<file path="config.mk">
export PLATFORM = sky130hd
export DESIGN_NAME = dmem_arbiter
export DESIGN_NICKNAME = d
export VERILOG_FILES = /design/src/rtl/dmem_arb_pkg.sv /design/src/rtl/dmem_arb_perf.sv /design/src/rtl/dmem_arbiter.sv
export SDC_FILE = /design/constraint.sdc
export NUM_CORES = 1
export LEC_CHECK = 0
export CORE_AREA = 2 2 120 122
export DETAILED_ROUTE_END_ITERATION = 7
export DIE_AREA = 0 0 122 124
export PLACE_DENSITY = 0.49
export SLEW_MARGIN = 25
export SYNTH_ARGS = -nofsm -noshare
export SYNTH_HDL_FRONTEND = slang
export SYNTH_SLANG_ARGS = --single-unit
</file>
<file path="constraint.sdc">
create_clock -name clk -period 2 [get_ports clk]
set_input_delay 0.4 -clock clk [delete_from_list [all_inputs] [get_ports clk]]
set_output_delay 0.4 -clock clk [all_outputs]
set_load 0.05 [all_outputs]
</file>
<file path="src/rtl/dmem_arb_pkg.sv">
// Shared types and default sizing for the data-memory arbiter.
package dmem_arb_pkg;

  localparam int unsigned DEF_ADDR_W       = 32;
  localparam int unsigned DEF_DATA_W       = 32;
  localparam int unsigned DEF_STARVE_LIMIT = 4;

  typedef enum logic [1:0] {
    NONE = 2'd0,
    CPU  = 2'd1,
    DBG  = 2'd2
  } owner_e;

endpackage

</file>
<file path="src/rtl/dmem_arb_perf.sv">
// Free-running wrap-around event counters for the arbiter (DMEM_ARB_PERF_EN builds only).
module dmem_arb_perf (
  input  logic        clk,
  input  logic        rst,
  input  logic        conflict,
  input  logic        dbg_win,
  output logic [31:0] conflict_cnt,
  output logic [31:0] dbg_cnt
);

  always_ff @(posedge clk or posedge rst) begin
    if (rst) begin
      conflict_cnt <= '0;
      dbg_cnt      <= '0;
    end else begin
      if (conflict) conflict_cnt <= 32'(conflict_cnt + 32'd1);
      if (dbg_win)  dbg_cnt      <= 32'(dbg_cnt + 32'd1);
    end
  end

endmodule

</file>
<file path="src/rtl/dmem_arbiter.sv">
// Two-port (CPU / debug) arbiter onto a single data memory with starvation relief for debug.
// Optional perf counters are built when DMEM_ARB_PERF_EN is defined.
module dmem_arbiter
  import dmem_arb_pkg::*;
#(
  parameter int unsigned ADDR_W       = DEF_ADDR_W,
  parameter int unsigned DATA_W       = DEF_DATA_W,
  parameter int unsigned STARVE_LIMIT = DEF_STARVE_LIMIT
) (
  input  logic                clk,
  input  logic                rst,
  input  logic                cpu_req,
  input  logic                cpu_we,
  input  logic [ADDR_W-1:0]   cpu_addr,
  input  logic [DATA_W-1:0]   cpu_wdata,
  input  logic [DATA_W/8-1:0] cpu_be,
  output logic                cpu_gnt,
  output logic                cpu_rvalid,
  output logic [DATA_W-1:0]   cpu_rdata,
  input  logic                dbg_req,
  input  logic                dbg_we,
  input  logic [ADDR_W-1:0]   dbg_addr,
  input  logic [DATA_W-1:0]   dbg_wdata,
  input  logic [DATA_W/8-1:0] dbg_be,
  output logic                dbg_gnt,
  output logic                dbg_rvalid,
  output logic [DATA_W-1:0]   dbg_rdata,
  output logic                mem_req,
  output logic                mem_we,
  output logic [ADDR_W-1:0]   mem_addr,
  output logic [DATA_W-1:0]   mem_wdata,
  output logic [DATA_W/8-1:0] mem_be,
  input  logic [DATA_W-1:0]   mem_rdata
`ifdef DMEM_ARB_PERF_EN
  ,
  output logic [31:0]         perf_conflict_cnt,
  output logic [31:0]         perf_dbg_cnt
`endif
);

  localparam int unsigned SC_W = $clog2(STARVE_LIMIT + 1);

  logic [SC_W-1:0] starve_cnt;
  owner_e          rd_owner;
  logic            starved;

  // Debug takes the port once it has lost STARVE_LIMIT consecutive conflicts.
  assign starved = dbg_req && (starve_cnt == SC_W'(STARVE_LIMIT));
  assign cpu_gnt = !rst && cpu_req && !starved;
  assign dbg_gnt = !rst && dbg_req && !cpu_gnt;

  always_comb begin
    mem_req   = 1'b0;
    mem_we    = 1'b0;
    mem_addr  = '0;
    mem_wdata = '0;
    mem_be    = '0;
    if (cpu_gnt) begin
      mem_req   = 1'b1;
      mem_we    = cpu_we;
      mem_addr  = cpu_addr;
      mem_wdata = cpu_wdata;
      mem_be    = cpu_be;
    end else if (dbg_gnt) begin
      mem_req   = 1'b1;
      mem_we    = dbg_we;
      mem_addr  = dbg_addr;
      mem_wdata = dbg_wdata;
      mem_be    = dbg_be;
    end
  end

  always_ff @(posedge clk or posedge rst) begin
    if (rst) begin
      starve_cnt <= '0;
      rd_owner   <= NONE;
    end else begin
      if (!dbg_req || dbg_gnt)
        starve_cnt <= '0;
      else if (cpu_gnt && (starve_cnt != SC_W'(STARVE_LIMIT)))
        starve_cnt <= starve_cnt + SC_W'(1);

      // Memory returns read data one cycle later; remember who it belongs to.
      if (cpu_gnt && !cpu_we)
        rd_owner <= CPU;
      else if (dbg_gnt && !dbg_we)
        rd_owner <= DBG;
      else
        rd_owner <= NONE;
    end
  end

  assign cpu_rvalid = (rd_owner == CPU);
  assign dbg_rvalid = (rd_owner == DBG);
  assign cpu_rdata  = cpu_rvalid ? mem_rdata : '0;
  assign dbg_rdata  = dbg_rvalid ? mem_rdata : '0;

`ifdef DMEM_ARB_PERF_EN
  dmem_arb_perf u_perf (
    .clk          (clk),
    .rst          (rst),
    .conflict     (cpu_req && dbg_req),
    .dbg_win      (dbg_gnt),
    .conflict_cnt (perf_conflict_cnt),
    .dbg_cnt      (perf_dbg_cnt)
  );
`endif

endmodule

</file>
==> impl_metrics.env, run 1 <==
export IMPL_synth_top_cells_by_count="68 x a22o_1, 64 x and2_1, 14 x buf_6"
export IMPL_wl_per_cell_um=19.0
export IMPL_vias=2911
export IMPL_fmax_mhz=443
export IMPL_synth_enable_flop_cells=0
export IMPL_critPathCaptureType="output port"
export IMPL_die_h_um=124
export IMPL_final_nets=694
export IMPL_async_flop_share_pct=100
export IMPL_maxUsedRoutingLayer="met5"
export IMPL_slew_violations=0
export IMPL_diodes=0
export IMPL_power_density_nw_per_um2=302
export IMPL_status="finished, violations left"
export IMPL_drive_gt1_share_pct=49.3
export IMPL_cts_tree="built"
export IMPL_via_per_inst=4.18
export IMPL_grt_setup_unrepaired="yes"
export IMPL_syn_area_per_cell_sq_um=8.07
export IMPL_dieArea_sq_um=15100
export IMPL_syn_inst=187
export IMPL_ir_worst_vdd_v=0.000187
export IMPL_fp_dieW_um=122
export IMPL_start_kind="flip-flop"
export IMPL_pre_cts_ws_ps=-350
export IMPL_postLayoutCoreUtil_pct=52.8
export IMPL_hpwlAfterDp_um=10200
export IMPL_hold_class="in2async"
export IMPL_finalCritPeriodShare_pct=113
export IMPL_finalPower_mw=2.19
export IMPL_overflow=0
export IMPL_synth_most_common_cell="a22o_1"
export IMPL_core_sq_um=13700
export IMPL_synthToLayoutAreaGrowth_pct=380
export IMPL_final_seq_area_sq_um=125
export IMPL_period_needed_ps=2260
export IMPL_synthFlopType="dfrtp_1"
export IMPL_slowest_stage="dfrtp_1"
export IMPL_grt_max_degree=34
export IMPL_synth_seq_area_share_pct=8.29
export IMPL_wl_met2_um=6970
export IMPL_path_clk_slew_ps=40
export IMPL_cp_max_fo=7
export IMPL_wl_met1_um=4710
export IMPL_cp_data_arrival_time_ps=1860
export IMPL_start_util_pct=11.0
export IMPL_clkLatencyLatePin_ps=230
export IMPL_slew_headroom_pct=81.5
export IMPL_cap_violations=0
export IMPL_drt_pass1_iter_count=4
export IMPL_synth_top_cell_by_area="a22o_1"
export IMPL_max_slew_worst_pin_slew_ps=278
export IMPL_stdcell_count=697
export IMPL_grt_pass1_wl_um=17700
export IMPL_mappedNetlistArea_sq_um=1510
export IMPL_filler_cell_count=1159
export IMPL_drc=0
export IMPL_ant_nets=0
export IMPL_synth_top_cell_area_share_pct=39.5
export IMPL_crit_path_max_incr_delay_ps=380
export IMPL_cts_root_buf="clkbuf_16"
export IMPL_setup_ws_ps=-260
export IMPL_htreeDepth=1
export IMPL_setup_violations_final=70
export IMPL_worstPathRequired_ps=1600
export IMPL_clk_path_buf_depth=2
export IMPL_synth_seq_cells=5
export IMPL_clock_sinks=5
export IMPL_multi_input_area_sq_um=1770
export IMPL_holdBufCountCts=0
export IMPL_fin_worst_skew_ps=4.98
export IMPL_path_cells="inv_2 -> ha_4 -> nand3_4 -> and3_4 -> buf_12 -> a22o_2 -> buf_12"
export IMPL_gp_congestion=0.763
export IMPL_antenna_found_initial=1
export IMPL_yosys_warnings=0
export IMPL_grtUsageTotal_pct=15.1
export IMPL_final_hold_viol_count=0
export IMPL_synthTopCellsByArea="a22o_1 39%, and2_1 27%, buf_6 10%"
export IMPL_synth_cell_types=21
export IMPL_setup_tns_ps=-15440
export IMPL_grt_pass1_vias=3044
export IMPL_dp_cells=679
export IMPL_dr_wl_met3_um=1390
export IMPL_drt_iter0_drc=95
export IMPL_crit_family="buffers and inverters"
export IMPL_cts_buffers=3
export IMPL_critical_path_class="reg2out"
export IMPL_violations="setup timing"
export IMPL_crit_buf_inv=3
export IMPL_portBuffers=311
export IMPL_postRouteWirelength_um=13200
export IMPL_cp_common_cell="buf_12"
export IMPL_design_portCount=312
export IMPL_p_leak_nw=3.06
export IMPL_syn_num_nets=363
export IMPL_std_cell_rows=43
==> worst register-to-register path, cell delays in order (launching register included) <==
cell and delay, ps:
dfrtp_1 360, inv_2 60, ha_4 180, nand3_4 90, and3_4 360, buf_12 190, nor2b_1 140
==> logic make-up (layout without fill, tap and decap cells) <==
kind of cell,count (synthesis),count (layout),synth area share [%]
mux,1,1,0.746
simple gates,81,82,33.6
fa+ha+maj,2,2,1.66
compound gates,73,73,42.0
flops,5,5,8.29
buf+inv,25,354,13.7
==> timing repair <==
action,CTS,global route
pin swaps,5,33
gates resized for setup,65,16
setup buffers,5,0
setup endpoints to repair,71,71
cloned,4,6
==> final timing paths <==
path	start	slack [ps]	end	depth (start not counted)
worst max-delay path	starve_cnt[1]$_DFFE_PP0P_	-260	mem_wdata[18]	7
worst min-delay path	rst	380	starve_cnt[2]$_DFFE_PP0P_	3
worst max register to register	starve_cnt[0]$_DFFE_PP0P_	550	rd_owner[0]$_DFF_PP0_	6
worst min register to register	starve_cnt[2]$_DFFE_PP0P_	670	starve_cnt[2]$_DFFE_PP0P_	2
max in group asynchronous	rst	1490	starve_cnt[0]$_DFFE_PP0P_	3
min in group clk	starve_cnt[2]$_DFFE_PP0P_	670	starve_cnt[2]$_DFFE_PP0P_	2
==> through the flow <==
stage / area [sq um] / hold slack (ps)
global route: 7240 / 402
detailed placement: 6410 / 598
global placement: 6410 / 579
finish: 7240 / 381
CTS: 7040 / 323
floorplan: 1640 / 324
==> placed cells by master (no fill, tap or decap), drive strengths merged <==
cell type      Yosys  layout
nor2b              3       3
a21boi             4       4
nor3b              3       3
o21ai              1       1
dfrtp              5       5
mux2               1       1
buf               16     170
inv                3       3
ha                 2       2
clkdlybuf4s50      0     170
and3               2       3
and2b              1       1
nand3              3       3
clkbuf             6       8
nand2              3       3
nor2               2       2
dlygate4sd2        0       3
a22o              68      68
and2              64      64
==> sequential cells by signal, indices dropped and copies added (netlist names) <==
register    count
rd_owner        2
starve_cnt      3
==> final cells by class <==
class / instances / area share [%]
Timing Repair Buffer: 347 / 69.5
Multi-Input combinational cell: 158 / 24.4
Tap cell: 180 / 3.11
Sequential cell: 5 / 1.73
Clock buffer: 4 / 1.09
Inverter: 3 / 0.156
==> layer usage <==
layer,vias up,track usage [%]
met5,-,0
met3,14,4.53
met4,2,2.30
li1,1367,-
met2,197,28.7
met1,1331,16.8
==> power breakdown <==
part | switching, mW | internal (mW) | leakage, nW
clock | 0.0726 | 0.265 | 0.0382
combinational | 0.767 | 0.979 | 2.95
sequential | 0.00167 | 0.105 | 0.0684
(Power assumes the default switching activity.)
==> run 2: changes to the inputs <==
- CORE_AREA: 2 2 120 122 -> 2 2 119 121
- DIE_AREA: 0 0 122 124 -> 0 0 121 123
- PLACE_DENSITY: 0.49 -> 0.52
- clock period: 2 -> 1.8 ns (I/O delays scaled with it)
==> run 2 against run 1 <==
The flow still finishes with violations (setup timing). Worst hold slack worse by 98 ps. Final cell count unchanged. Combinational power up 7%. Global-route usage down 0.23 points. Sequential share of layout area up 0.064 points. Utilization down 1.5 points. Clock skew down 3.3 ps. Critical path depth unchanged. First-iteration DRC count down 15%. Critical endpoint is now mem_wdata[26]. Cell area down 3.6%. Sequential power up 11%. Register-to-register slack worse by 210 ps.
==> impl_metrics.env, run 2 (synthesis gave the netlist of run 1 again) <==
export IMPL_status="finished, violations left"
export IMPL_violations="setup timing"
export IMPL_reg2reg_depth=6
export IMPL_grt_setup_unrepaired="yes"
export IMPL_drc=0
export IMPL_cp_max_fo=8
export IMPL_worstPathRequired_ps=1440
export IMPL_finalCritPeriodShare_pct=123
export IMPL_gp_congestion=0.774
export IMPL_clock_sinks=5
export IMPL_p_leak_nw=2.92
export IMPL_cts_buffers=3
export IMPL_cap_violations=0
export IMPL_fp_dieW_um=121
export IMPL_fin_worst_skew_ps=1.70
export IMPL_largest_reg_flops=3
export IMPL_endpoint="mem_wdata[26]"
export IMPL_path_clk_slew_ps=30
export IMPL_postRouteWirelength_um=12700
export IMPL_std_cell_rows=43
export IMPL_antenna_found_initial=0
export IMPL_final_nets=694
export IMPL_synthToLayoutAreaGrowth_pct=363
export IMPL_dp_cells=680
export IMPL_clk_path_buf_depth=2
export IMPL_grt_max_degree=34
export IMPL_slew_headroom_pct=81.9
export IMPL_htreeDepth=1
export IMPL_final_cell_area_sq_um=6980
export IMPL_ant_nets=0
export IMPL_critPathCaptureType="output port"
export IMPL_via_per_inst=4.11
export IMPL_overflow=0
export IMPL_dieArea_sq_um=14900
export IMPL_final_hold_viol_count=0
export IMPL_ir_worst_vdd_v=0.000205
export IMPL_drt_pass1_iter_count=4
export IMPL_cts_tree="built"
export IMPL_setup_violations_final=71
export IMPL_drt_iter0_drc=81
export IMPL_cts_root_buf="clkbuf_16"
export IMPL_diodes=0
export IMPL_die_h_um=123
export IMPL_portBuffers=311
export IMPL_final_common_cell="clkdlybuf4s50_1"
export IMPL_layout_common_cells="170 x clkdlybuf4s50_1, 144 x buf_12, 64 x and2_1"
export IMPL_clkLatencyLatePin_ps=230
export IMPL_design_portCount=312
export IMPL_setup_ws_ps=-407
export IMPL_grtUsageTotal_pct=14.9
export IMPL_grt_pass1_wl_um=17200
export IMPL_reg_top3="starve_cnt (3), rd_owner (2)"
export IMPL_grt_pass1_vias=3017
export IMPL_slew_violations=0
export IMPL_start_util_pct=11.1
export IMPL_cp_data_arrival_time_ps=1850
export IMPL_hold_class="in2async"
export IMPL_stdcell_count=697
export IMPL_rrSetupSlack_ps=340
export IMPL_fmax_mhz=453
export IMPL_top_register="starve_cnt"
export IMPL_reg2reg_from="starve_cnt[0]$_DFFE_PP0P_"
export IMPL_hpwlAfterDp_um=10400
export IMPL_max_slew_worst_pin_slew_ps=271
export IMPL_period_needed_ps=2210
export IMPL_core_sq_um=13600
export IMPL_critical_path_class="reg2out"
export IMPL_power_density_nw_per_um2=337
export IMPL_wl_per_cell_um=18.2
export IMPL_r2r_end="rd_owner[0]$_DFF_PP0_"
export IMPL_start_kind="flip-flop"
export IMPL_vias=2867
export IMPL_dpl_cell_area_sq_um=6490
export IMPL_drive_gt1_share_pct=49.5
export IMPL_worstSetupStartpoint="starve_cnt[0]$_DFFE_PP0P_"
-- run 2: changes by cell type in the layout (fill, tap and decap cells not counted), sizes merged --
cell    delta
clkbuf     -2
and3       -1
buf        +3
-- run 2: metrics by stage --
| stage | hold WS (ps) | util [%] | setup slack (ps) | power [mW] | TNS (ps) |
|---|---|---|---|---|---|
| 6_report | 283 | 51.3 | -407 | 2.35 | -26430 |
| 5_1_grt | 291 | 51.3 | -461 | 2.43 | -30540 |
| 4_1_cts | 281 | 50.1 | -401 | 2.33 | -26170 |
| 3_5_place_dp | 664 | 47.7 | -474 | 1.89 | -30830 |
| 3_3_place_gp | 653 | 47.7 | -472 | 1.88 | -30840 |
| 2_1_floorplan | 283 | - | -194 | 0.837 | -7210 |
-- run 2: worst min path at each step --
stage / to
detailed placement: starve_cnt[1]$_DFFE_PP0P_
CTS: starve_cnt[2]$_DFFE_PP0P_
floorplan: rd_owner[0]$_DFF_PP0_
global placement: starve_cnt[0]$_DFFE_PP0P_
global route: starve_cnt[1]$_DFFE_PP0P_
finish: starve_cnt[2]$_DFFE_PP0P_
-- run 2: timing repair --
item,in CTS,in global routing
pin swaps,1,3
hold buffers,0,0
endpoints found under the hold margin,0,0
buffers inserted,6,1
setup endpoints to repair,71,81
cloned,4,3
resized for setup,24,18
-- run 2: final cells by class --
cell class,count,area [sq um]
clock buffer,4,78.8
tap,180,225
multi-input combinational,157,1560
timing repair buffer,348,4980
fill,1156,6630
sequential,5,125
inverter,3,11.3
-- run 2: critical path: stages, from the launching register on --
cell,delay (ps)
dfrtp_1,380
inv_2,80
ha_4,160
nand3_1,90
and3_4,270
clkbuf_16,200
a22o_2,280
buf_12,150
-- run 2: routing by layer --
layer,global-route usage (%),vias to the layer above,share of wire (%)
li1,-,1355,-
met1,16.3,1305,34
met2,28.1,195,53
met3,4.94,12,12
met4,2.62,0,1.4
met5,0,-,0
-- run 2: power breakdown --
part / internal (mW) / switching (mW) / leakage (nW)
clock: 0.293 / 0.0724 / 0.0382
combinational: 1.04 / 0.823 / 2.81
sequential: 0.116 / 0.00206 / 0.0684
total: 1.45 / 0.897 / 2.92
==> run 3: changes to the inputs <==
- PLACE_DENSITY: 0.52 -> not set
- SLEW_MARGIN: 25 -> not set
==> run 3 against run 2 <==
The flow still finishes with violations (setup timing). Global-route usage grew 1.3 points. Fmax shrank 1.3%. Register-to-register slack lost 150 ps. Cell area grew 1.5%. Routed wire length grew 10%. Power grew 1.8%. Worst hold slack lost 18 ps.
==> impl_metrics.env, run 3 (synthesis gave the netlist of run 1 again) <==
export IMPL_status="finished, violations left"
export IMPL_violations="setup timing"
export IMPL_drt_iter0_drc=60
export IMPL_via_per_inst=4.23
export IMPL_setup_tns_ps=-28150
export IMPL_dieArea_sq_um=14900
export IMPL_vias=2938
export IMPL_htreeDepth=1
export IMPL_wl_per_cell_um=20.1
export IMPL_synthToLayoutAreaGrowth_pct=369
export IMPL_cts_buffers=3
export IMPL_largest_reg_flops=3
export IMPL_cp_max_fo=18
export IMPL_reg2reg_depth=8
export IMPL_period_needed_ps=2240
export IMPL_grt_max_degree=36
export IMPL_layout_common_cells="170 x clkdlybuf4s50_1, 144 x buf_12, 64 x and2_1"
export IMPL_grt_pass1_vias=3129
export IMPL_final_nets=692
export IMPL_cp_data_arrival_time_ps=1880
export IMPL_top_register="starve_cnt"
export IMPL_design_portCount=312
export IMPL_rrSetupSlack_ps=190
export IMPL_dp_cells=670
export IMPL_slew_headroom_pct=79.7
export IMPL_drt_pass1_iter_count=4
export IMPL_postLayoutCoreUtil_pct=52.0
export IMPL_reg_top3="starve_cnt (3), rd_owner (2)"
export IMPL_crit_family="buffers and inverters"
export IMPL_slew_violations=0
export IMPL_overflow=0
export IMPL_power_density_nw_per_um2=338
export IMPL_cp_common_cell="buf_12"
export IMPL_fmax_mhz=447
export IMPL_start_kind="flip-flop"
export IMPL_p_sw_mw=0.922
export IMPL_combPwrFrac_pct=79.8
export IMPL_ir_worst_vdd_v=0.000259
export IMPL_critical_path_class="reg2out"
export IMPL_hold_class="in2async"
export IMPL_cts_tree="built"
export IMPL_slowest_stage="dfrtp_1"
export IMPL_std_cell_rows=43
export IMPL_ant_nets=0
export IMPL_gp_congestion=0.800
export IMPL_setup_ws_ps=-436
export IMPL_crit_path_max_incr_delay_ps=390
export IMPL_switching_share_pct=38.5
export IMPL_reg2reg_from="starve_cnt[0]$_DFFE_PP0P_"
export IMPL_clkLatencyLatePin_ps=230
export IMPL_path_cells="inv_2 -> ha_4 -> a21boi_4 -> nor3b_4 -> buf_12 -> buf_16 -> a22o_2 -> buf_12"
export IMPL_finalCritPeriodShare_pct=124
export IMPL_stdcell_count=695
export IMPL_fin_worst_skew_ps=1.09
export IMPL_pwr_share_clk_pct=15.2
export IMPL_clock_sinks=5
export IMPL_drive_gt1_share_pct=49.3
export IMPL_die_h_um=123
export IMPL_hpwlAfterDp_um=10100
export IMPL_cts_root_buf="clkbuf_16"
export IMPL_p_leak_nw=2.98
export IMPL_start_util_pct=11.1
export IMPL_power_frac_seq_pct=5.0
export IMPL_grt_pass1_wl_um=18400
export IMPL_drc=0
export IMPL_max_slew_worst_pin_slew_ps=304
export IMPL_worstPathRequired_ps=1440
export IMPL_pre_cts_ws_ps=-551
export IMPL_diodes=0
export IMPL_holdWs_ps=265
export IMPL_final_common_cell="clkdlybuf4s50_1"
export IMPL_setup_violations_final=71
export IMPL_path_clk_slew_ps=30
export IMPL_r2r_end="rd_owner[1]$_DFF_PP0_"
export IMPL_postRouteWirelength_um=14000
export IMPL_cap_violations=0
export IMPL_portBuffers=311
export IMPL_final_hold_viol_count=0
export IMPL_core_sq_um=13600
export IMPL_grt_setup_unrepaired="yes"
export IMPL_p_int_mw=1.47
export IMPL_clk_path_buf_depth=2
export IMPL_antenna_found_initial=0
export IMPL_critPathCaptureType="output port"
export IMPL_grtUsageTotal_pct=16.2
export IMPL_holdBufCountCts=0
export IMPL_fp_dieW_um=121
export IMPL_crit_buf_inv=4
run 3: cell type report:
type | count | area (sq um)
Tap cell | 180 | 225
Inverter | 3 | 11.3
Clock buffer | 4 | 78.8
Timing Repair Buffer | 346 | 4990
Fill cell | 1157 | 6530
Sequential cell | 5 | 125
Multi-Input combinational cell | 157 | 1650
run 3: repair_timing:
action,in CTS,in global routing
buffers inserted,4,7
gates resized for setup,28,26
gates cloned,7,7
setup endpoints to repair,72,86
pin swaps,1,6
run 3: routing by layer:
layer,global-route usage (%),routed length (um),up-vias
li1,-,-,1353
met4,1.31,116,0
met1,16.9,4770,1385
met2,33.3,7830,194
met3,4.11,1250,6
met5,0,0,-
run 3: metrics by stage:
step / instance area [sq um] / total power, mW
floorplan: 1720 / 0.837
global placement: 6380 / 1.85
detailed placement: 6380 / 1.87
CTS: 6820 / 2.34
global route: 7080 / 2.47
finish: 7080 / 2.39
run 3: worst max path at each step:
stage | cells after the start | startpoint | to | slack [ps]
floorplan | 6 | starve_cnt[1]$_DFFE_PP0P_ | mem_addr[10] | -190
global placement | 6 | cpu_req | mem_wdata[13] | -480
detailed placement | 6 | cpu_req | mem_wdata[23] | -550
CTS | 7 | starve_cnt[1]$_DFFE_PP0P_ | mem_be[1] | -430
global route | 8 | starve_cnt[0]$_DFFE_PP0P_ | mem_addr[0] | -500
finish | 8 | starve_cnt[0]$_DFFE_PP0P_ | mem_wdata[15] | -440
run 3: worst min-delay path, stage by stage:
cell and delay [ps]:
dlygate4sd2_1 250, inv_2 60, buf_4 160
run 3: power groups by stage:
stage | clock, mW | sequential [mW] | combinational (mW)
final | 0.364 | 0.119 | 1.91
after global routing | 0.381 | 0.119 | 1.97
after CTS | 0.369 | 0.118 | 1.85
after detailed placement | 0 | 0.119 | 1.75
after global placement | 0 | 0.119 | 1.73
after floorplan | 0 | 0.119 | 0.718
